## config.mk

```make
export PLATFORM = sky130hd
export DESIGN_NAME = lmx_spi_reader
export DESIGN_NICKNAME = d
export VERILOG_FILES = /design/src/rtl/lmx_spi_reader.sv
export SDC_FILE = /design/constraint.sdc
export NUM_CORES = 1
export LEC_CHECK = 0
export BUFFER_PORTS_ARGS = -buffer_cell sky130_fd_sc_hd__buf_2
export CAP_MARGIN = 20
export CORE_ASPECT_RATIO = 0.6
export CORE_MARGIN = 4
export CORE_UTILIZATION = 58
export CTS_CLUSTER_DIAMETER = 200
export CTS_CLUSTER_SIZE = 28
export DETAILED_ROUTE_END_ITERATION = 6
export PLACE_DENSITY = 0.79
export REMOVE_ABC_BUFFERS = 1
export SYNTH_ARGS = -nofsm -noshare
export SYNTH_HDL_FRONTEND = slang
export SYNTH_SLANG_ARGS = --single-unit
export TNS_END_PERCENT = 10
```

## constraint.sdc

```tcl
create_clock -name clk -period 2.9 [get_ports clk]
set_input_delay 0.435 -clock clk [delete_from_list [all_inputs] [get_ports clk]]
set_output_delay 0.435 -clock clk [all_outputs]
set_load 0.01 [all_outputs]
```

## src/rtl/lmx_spi_reader.sv

```systemverilog
// lmx_spi_reader: LMX2594 register readback SPI master; optional MISO synchronizer via LMX_SPI_READER_MISO_SYNC_EN
module lmx_spi_reader #(
   parameter int clk_div = 5
) (
   input  logic        clk,
   input  logic        rst_n,
   input  logic        rd_start,
   input  logic [6:0]  rd_addr,
   output logic        rd_ready,
   output logic [15:0] rd_data,
   output logic        rd_valid,
   output logic        spi_sclk,
   output logic        spi_mosi,
   output logic        spi_le,
   input  logic        spi_miso
);
   localparam logic [7:0] L = 8'((clk_div + 1) / 2);
   localparam logic [7:0] H = 8'(clk_div / 2);
   localparam logic [7:0] P = 8'(clk_div);
   typedef enum logic [2:0] {IDLE, LEAD, SHIFT, TAIL, GAP} state_t;
   state_t      state;
   logic [7:0]  ph;
   logic [4:0]  bits;
   logic [23:0] frame;
   logic [15:0] sh;
   logic        miso_s;
`ifdef LMX_SPI_READER_MISO_SYNC_EN
   logic [1:0]  sync;
   if (clk_div < 6 || clk_div > 255) begin : g_bad_div
      $error("lmx_spi_reader: clk_div must be 6..255 with the MISO synchronizer");
   end
   // two-flop synchronizer on the asynchronous MUXout readback
   always_ff @(posedge clk or negedge rst_n)
      if (!rst_n) sync <= 2'b00;
      else sync <= {sync[0], spi_miso};
   assign miso_s = sync[1];
`else
   if (clk_div < 2 || clk_div > 255) begin : g_bad_div
      $error("lmx_spi_reader: clk_div must be 2..255");
   end
   assign miso_s = spi_miso;
`endif
   // frame sequencer: spi_sclk doubles as the high/low phase flag inside SHIFT
   always_ff @(posedge clk or negedge rst_n) begin
      if (!rst_n) begin
         state    <= IDLE;
         ph       <= 8'd0;
         bits     <= 5'd0;
         frame    <= 24'd0;
         sh       <= 16'd0;
         rd_ready <= 1'b1;
         rd_valid <= 1'b0;
         rd_data  <= 16'd0;
         spi_le   <= 1'b1;
         spi_sclk <= 1'b0;
         spi_mosi <= 1'b0;
      end else begin
         rd_valid <= 1'b0;
         case (state)
            IDLE: if (rd_start) begin
               frame    <= {1'b1, rd_addr, 16'h0000};
               state    <= LEAD;
               ph       <= 8'd0;
               rd_ready <= 1'b0;
               spi_le   <= 1'b0;
               spi_mosi <= 1'b1;
            end
            LEAD: if (ph == L - 8'd1) begin
               state    <= SHIFT;
               ph       <= 8'd0;
               bits     <= 5'd23;
               spi_sclk <= 1'b1;
            end else ph <= ph + 8'd1;
            SHIFT: if (spi_sclk) begin
               if (ph == H - 8'd1) begin
                  ph       <= 8'd0;
                  spi_sclk <= 1'b0;
                  spi_mosi <= frame[22];
                  frame    <= {frame[22:0], 1'b0};
                  if (bits <= 5'd15) sh <= {sh[14:0], miso_s};
                  if (bits == 5'd0) state <= TAIL;
               end else ph <= ph + 8'd1;
            end else if (ph == L - 8'd1) begin
               ph       <= 8'd0;
               spi_sclk <= 1'b1;
               bits     <= bits - 5'd1;
            end else ph <= ph + 8'd1;
            TAIL: if (ph == L - 8'd1) begin
               state    <= GAP;
               ph       <= 8'd0;
               spi_le   <= 1'b1;
               spi_mosi <= 1'b0;
               rd_data  <= sh;
               rd_valid <= 1'b1;
            end else ph <= ph + 8'd1;
            GAP: if (ph == P - 8'd1) begin
               state    <= IDLE;
               ph       <= 8'd0;
               rd_ready <= 1'b1;
            end else ph <= ph + 8'd1;
            default: state <= IDLE;
         endcase
      end
   end
endmodule

```

# After elaboration in Yosys (flattened, before gate mapping)
# Index checks and enable logic that the tools add are counted.
[word_totals]
in_bits = 11
wordCells = 86
ff_bits = 76
out_inout_bits = 21
[classes]
n_reduce_logical = 19
n_eq_ne = 16
mux = 37
n_addsub = 2
order_cmp = 1
[op_table]
columns = ["op", "n"]
rows = [
  ["$mux 23", 3],
  ["$pmux 23 s2", 1],
  ["$mux 8", 5],
  ["$pmux 8 s4", 1],
  ["$mux 3", 7],
  ["$ne 2x2->1 const B", 9],
  ["$mux 5", 3],
  ["$pmux 3 s5", 1],
  ["$reduce_and 4->1", 3],
  ["$mux 1", 11],
  ["$pmux 5 s2", 1],
  ["$add 8x1->8 const B", 1],
  ["$eq 8x1->1 const B", 1],
  ["$eq 8x2->1 const B", 1],
  ["$eq 8x3->1 const B", 1],
  ["$reduce_bool 2->1", 4],
  ["$reduce_and 7->1", 1],
  ["$eq 3x2->1 const B", 2],
  ["$pmux 1 s2", 3],
  ["$reduce_and 2->1", 3],
  ["$reduce_and 3->1", 2],
  ["$le 5x4->1 const B", 1],
  ["$logic_not 5->1", 1],
  ["$reduce_and 5->1", 1],
  ["8 further kinds", 8],
]

# Depth between registers and ports, before layout
[logic_depth]
word_depth = 5
ltp_mapped = 8
depth_no_buf = 6

# Least setup slack after synthesis
# Ideal clock, no wire load.
[synth_path]
kind = "reg2reg"
startpoint = "register ph[0]"
endpoint = "register rd_data[10]"
path_slack_ns = 0.585
t_arrival_ns = 2.190
setup_time_ns = 0.125
path_stages_with_launch = 9
synth_period_minus_slack_ns = 2.315
n_path_buf = 2
required_time_ns = 2.775
path_cell_list = "dfrtp_1 -> inv_1 -> ha_1 -> or4b_4 -> or3_1 -> buf_6 -> nor2_8 -> buf_12 -> mux2_4"
[synth_via]
elab_chain_cells = 2
[synth_rtl]
columns = ["element", "line", "rtl"]
rows = [
  ["start: declaration", "22", "logic [7:0] ph;"],
  ["start signal: assignment", "73", "end else ph <= ph + 8'd1;"],
  ["start signal: assignment", "82", "end else ph <= ph + 8'd1;"],
  ["start signal: assignment", "87", "end else ph <= ph + 8'd1;"],
  ["$eq 8x2->1", "88", "TAIL: if (ph == L - 8'd1) begin"],
  ["$reduce_and 2->1 (no line)", "--", ""],
  ["end signal: assignment", "93", "rd_data <= sh;"],
  ["end: declaration", "10", "output logic [15:0] rd_data,"],
]
# No other way between the ends.
# A chain may end at the register's enable or synchronous reset.

# Final worst setup path
[layout_path]
startpoint = "register ph[0]"
endpoint = "register rd_data[6]"
# Same word-level chain as after synthesis.

==> impl_metrics.ini <==
[global_routing]
grt-ovfl-total = 0
grt_pass1_wl_um = 10050
grt_pass1_vias = 1921
grt_max_degree = 43
track_usage = 0.2030
antenna_found_initial = 0

[yosys]
synth-seq-area-share = 0.4994
synth_most_common_cell = dfrtp_1
muxShareOfSynthArea = 0.1737
synthSimpleGateAreaFrac = 0.1483
synthCells = 251
synth_commonest_cells = 58 x dfrtp_1, 34 x mux2_2, 18 x nand2_1
synth_top_flop_cell = dfrtp_1
yosys_warnings = 0
synth.area.top_cells = dfrtp_1 48%, mux2_2 13%, mux2_4 4.0%
async_reset_ff_frac = 1.000
synthXorXnorAreaFrac = 0.002908
yosysTopAreaCellShare = 0.4819
synthDistinctLibCells = 59
synth_edf_count = 0
yosys.area.top_type = dfrtp_1
synth_top_family_by_area = multiplexers
synth.avg_cell_area_sq_um = 12.00
synth_adder_area_share = 0.02493
synth_compound_area_frac = 0.1018
syn_area_sq_um = 3012
ys_ff_latch = 60

[route]
dr.pass1.iters = 5
drt_iter0_markers = 147
vias = 2080
postRouteAntennaNets = 0
via_per_inst = 5.876
wl_per_cell_um = 16.92
remaining_drc_errors = 0
wl_um = 5990

[sta]
fin_crit_ns = 2.598
rsz0062_at_grt = no
setup_viol = 0
relSlewSlack = 0.6091
worstMarginPinSlew_ns = 0.5824
fin_worst_skew_ns = 0.003920
slew_viol_final = 0
setup_tns_ns = 0
max_freq_mhz = 384.9
timing.final.hold_violations = 0
finalCritPeriodShare = 0.8959

[clock_tree]
ctsHoldBuffers = 0
postCtsSetupRepairBufs = 0
cts_root_buffer = clkbuf_8
clock_latency_ns = 0.34
clk_pin_slew_ns = 0.07
cts_sinks = 60
cts-buffers-inserted = 9
cts_resized = 0
cts_tree = yes
cts_buffer_depth = 2
htreeDepth = 3

[setup_path]
critPathMaxStageDelay_ns = 0.48
cp.required_ns = 3.12
worstPathArrival_ns = 2.82
worstSetupStartpointType = flip-flop
critical_path_class = reg -> reg
crit_chain = inv_1, ha_1, or4b_4, or3_1, nor2_8, mux2_2
cp-end-kind = flip-flop
slowest_stage = or4b_4
worstPathMaxFanout = 18

[placed_design]
port_buffers = 31
gp_congestion = 0.8379
hpwl_um = 4216

[power_and_ir_drop]
p_int_w = 0.001927
p_sw_frac = 0.3699
power_density_nw_per_um2 = 899.3
p_switching_w = 0.001131
p_leak_nw = 1.618
power_frac_clock = 0.274
ir_worst_vdd_mv = 0.4917
power_frac_comb = 0.332
pwr-share-seq = 0.394

[floorplanning]
core_sq_um = 4778
die_x_um = 101.0
die_area_sq_um = 6447
start_util = 0.6303
fp.dieH_um = 63.82
std_cell_rows = 19
num_io_pins = 32

[cells_and_area]
final_util = 0.7117
final_nets = 303
diodes = 0
drive_gt1_frac = 0.3746
area_growth_pct = 12.92

[worst_hold_path]
hold_class = in -> async

[run_status]
status = complete, no violations

[run]
maxCapViolCount = 0
per-layer routing:
metal  part of all wire  global-route usage
met1               0.49              0.3074
met2               0.42              0.2779
met3              0.080             0.06630
met4              0.013             0.05970
met5                  0                   0
placed cells by master (no fill, tap or decap), types with 5 or more instances in the layout:
master / synthesis / routed
mux2_4: 8 / 8
nor2_1: 11 / 11
buf_2: 1 / 31
ha_1: 6 / 6
o211ai_1: 5 / 5
o21ai_0: 7 / 7
or3_1: 5 / 5
clkbuf_8: 1 / 10
dfrtp_1: 58 / 58
and2_1: 5 / 5
buf_4: 3 / 5
a21oi_1: 7 / 7
mux2_2: 34 / 34
nand2_1: 18 / 18
inv_1: 11 / 11
nand3_1: 5 / 5
stage by stage:
stage	hold slack, ns	setup slack (ns)	instance area [sq um]	power [W]	cells
after global placement	0.3869	0.3867	3177	0.002174	338
after floorplan	0.1394	0.5404	2905	0.001900	239
after CTS	0.01758	0.3238	3401	0.003064	354
final	0.01342	0.3020	3401	0.003058	354
after global routing	0.04184	0.1931	3401	0.003255	354
after detailed placement	0.3883	0.3302	3177	0.002218	338
final cells by class:
type | count | area, sq um
Sequential cell | 60 | 1504
Timing Repair Buffer | 36 | 192.7
Clock inverter | 6 | 86.33
Fill cell | 326 | 1378
Inverter | 11 | 41.29
Multi-Input combinational cell | 168 | 1360
Tap cell | 63 | 78.83
Clock buffer | 10 | 137.6
power groups by stage:
stage               combinational (W)  clock, W  sequential, W
floorplan                    0.000688         0        0.00121
global placement             0.000976         0        0.00120
detailed placement            0.00101         0        0.00121
CTS                           0.00101  0.000855        0.00120
global route                  0.00113  0.000895        0.00123
finish                        0.00102  0.000838        0.00120
worst max-delay path: cells and delay by family (launching register included):
family        cells  cell delay (ns)
fa+ha+maj         1             0.20
buf+inv           1             0.10
mux               1             0.39
simple gates      3             1.35
flops             1             0.43
final timing paths:
kind | depth (start not counted) | end | startpoint | slack [ns]
worst min-delay path | 1 | frame[18] | rst_n | 0.01
min in group clk | 2 | sh[0] | spi_miso | 0.33
max in group asynchronous | 2 | rd_ready | rst_n | 2.00
worst max register to register | 6 | rd_data[6] | ph[0] | 0.30
worst max-delay path | 6 | rd_data[6] | ph[0] | 0.30
worst min register to register | 1 | spi_le | spi_le | 0.50
flip-flops by register name, indices dropped and copies added, names as in the netlist:
signal and count:
spi_le 1, rd_ready 1, rd_data 16, state 3, sh 16, spi_sclk 1, spi_mosi 1, frame 7
bits 5, ph 8, rd_valid 1
kinds of logic after synthesis:
kind of cell,Yosys count
and+or+nand+nor,74
DFF,60
muxes,44
adders and majority gates,6
buffers and inverters,23
xor gates and xnor gates,1
AOI/OAI and AO/OA,43
(Power assumes the default switching activity.)
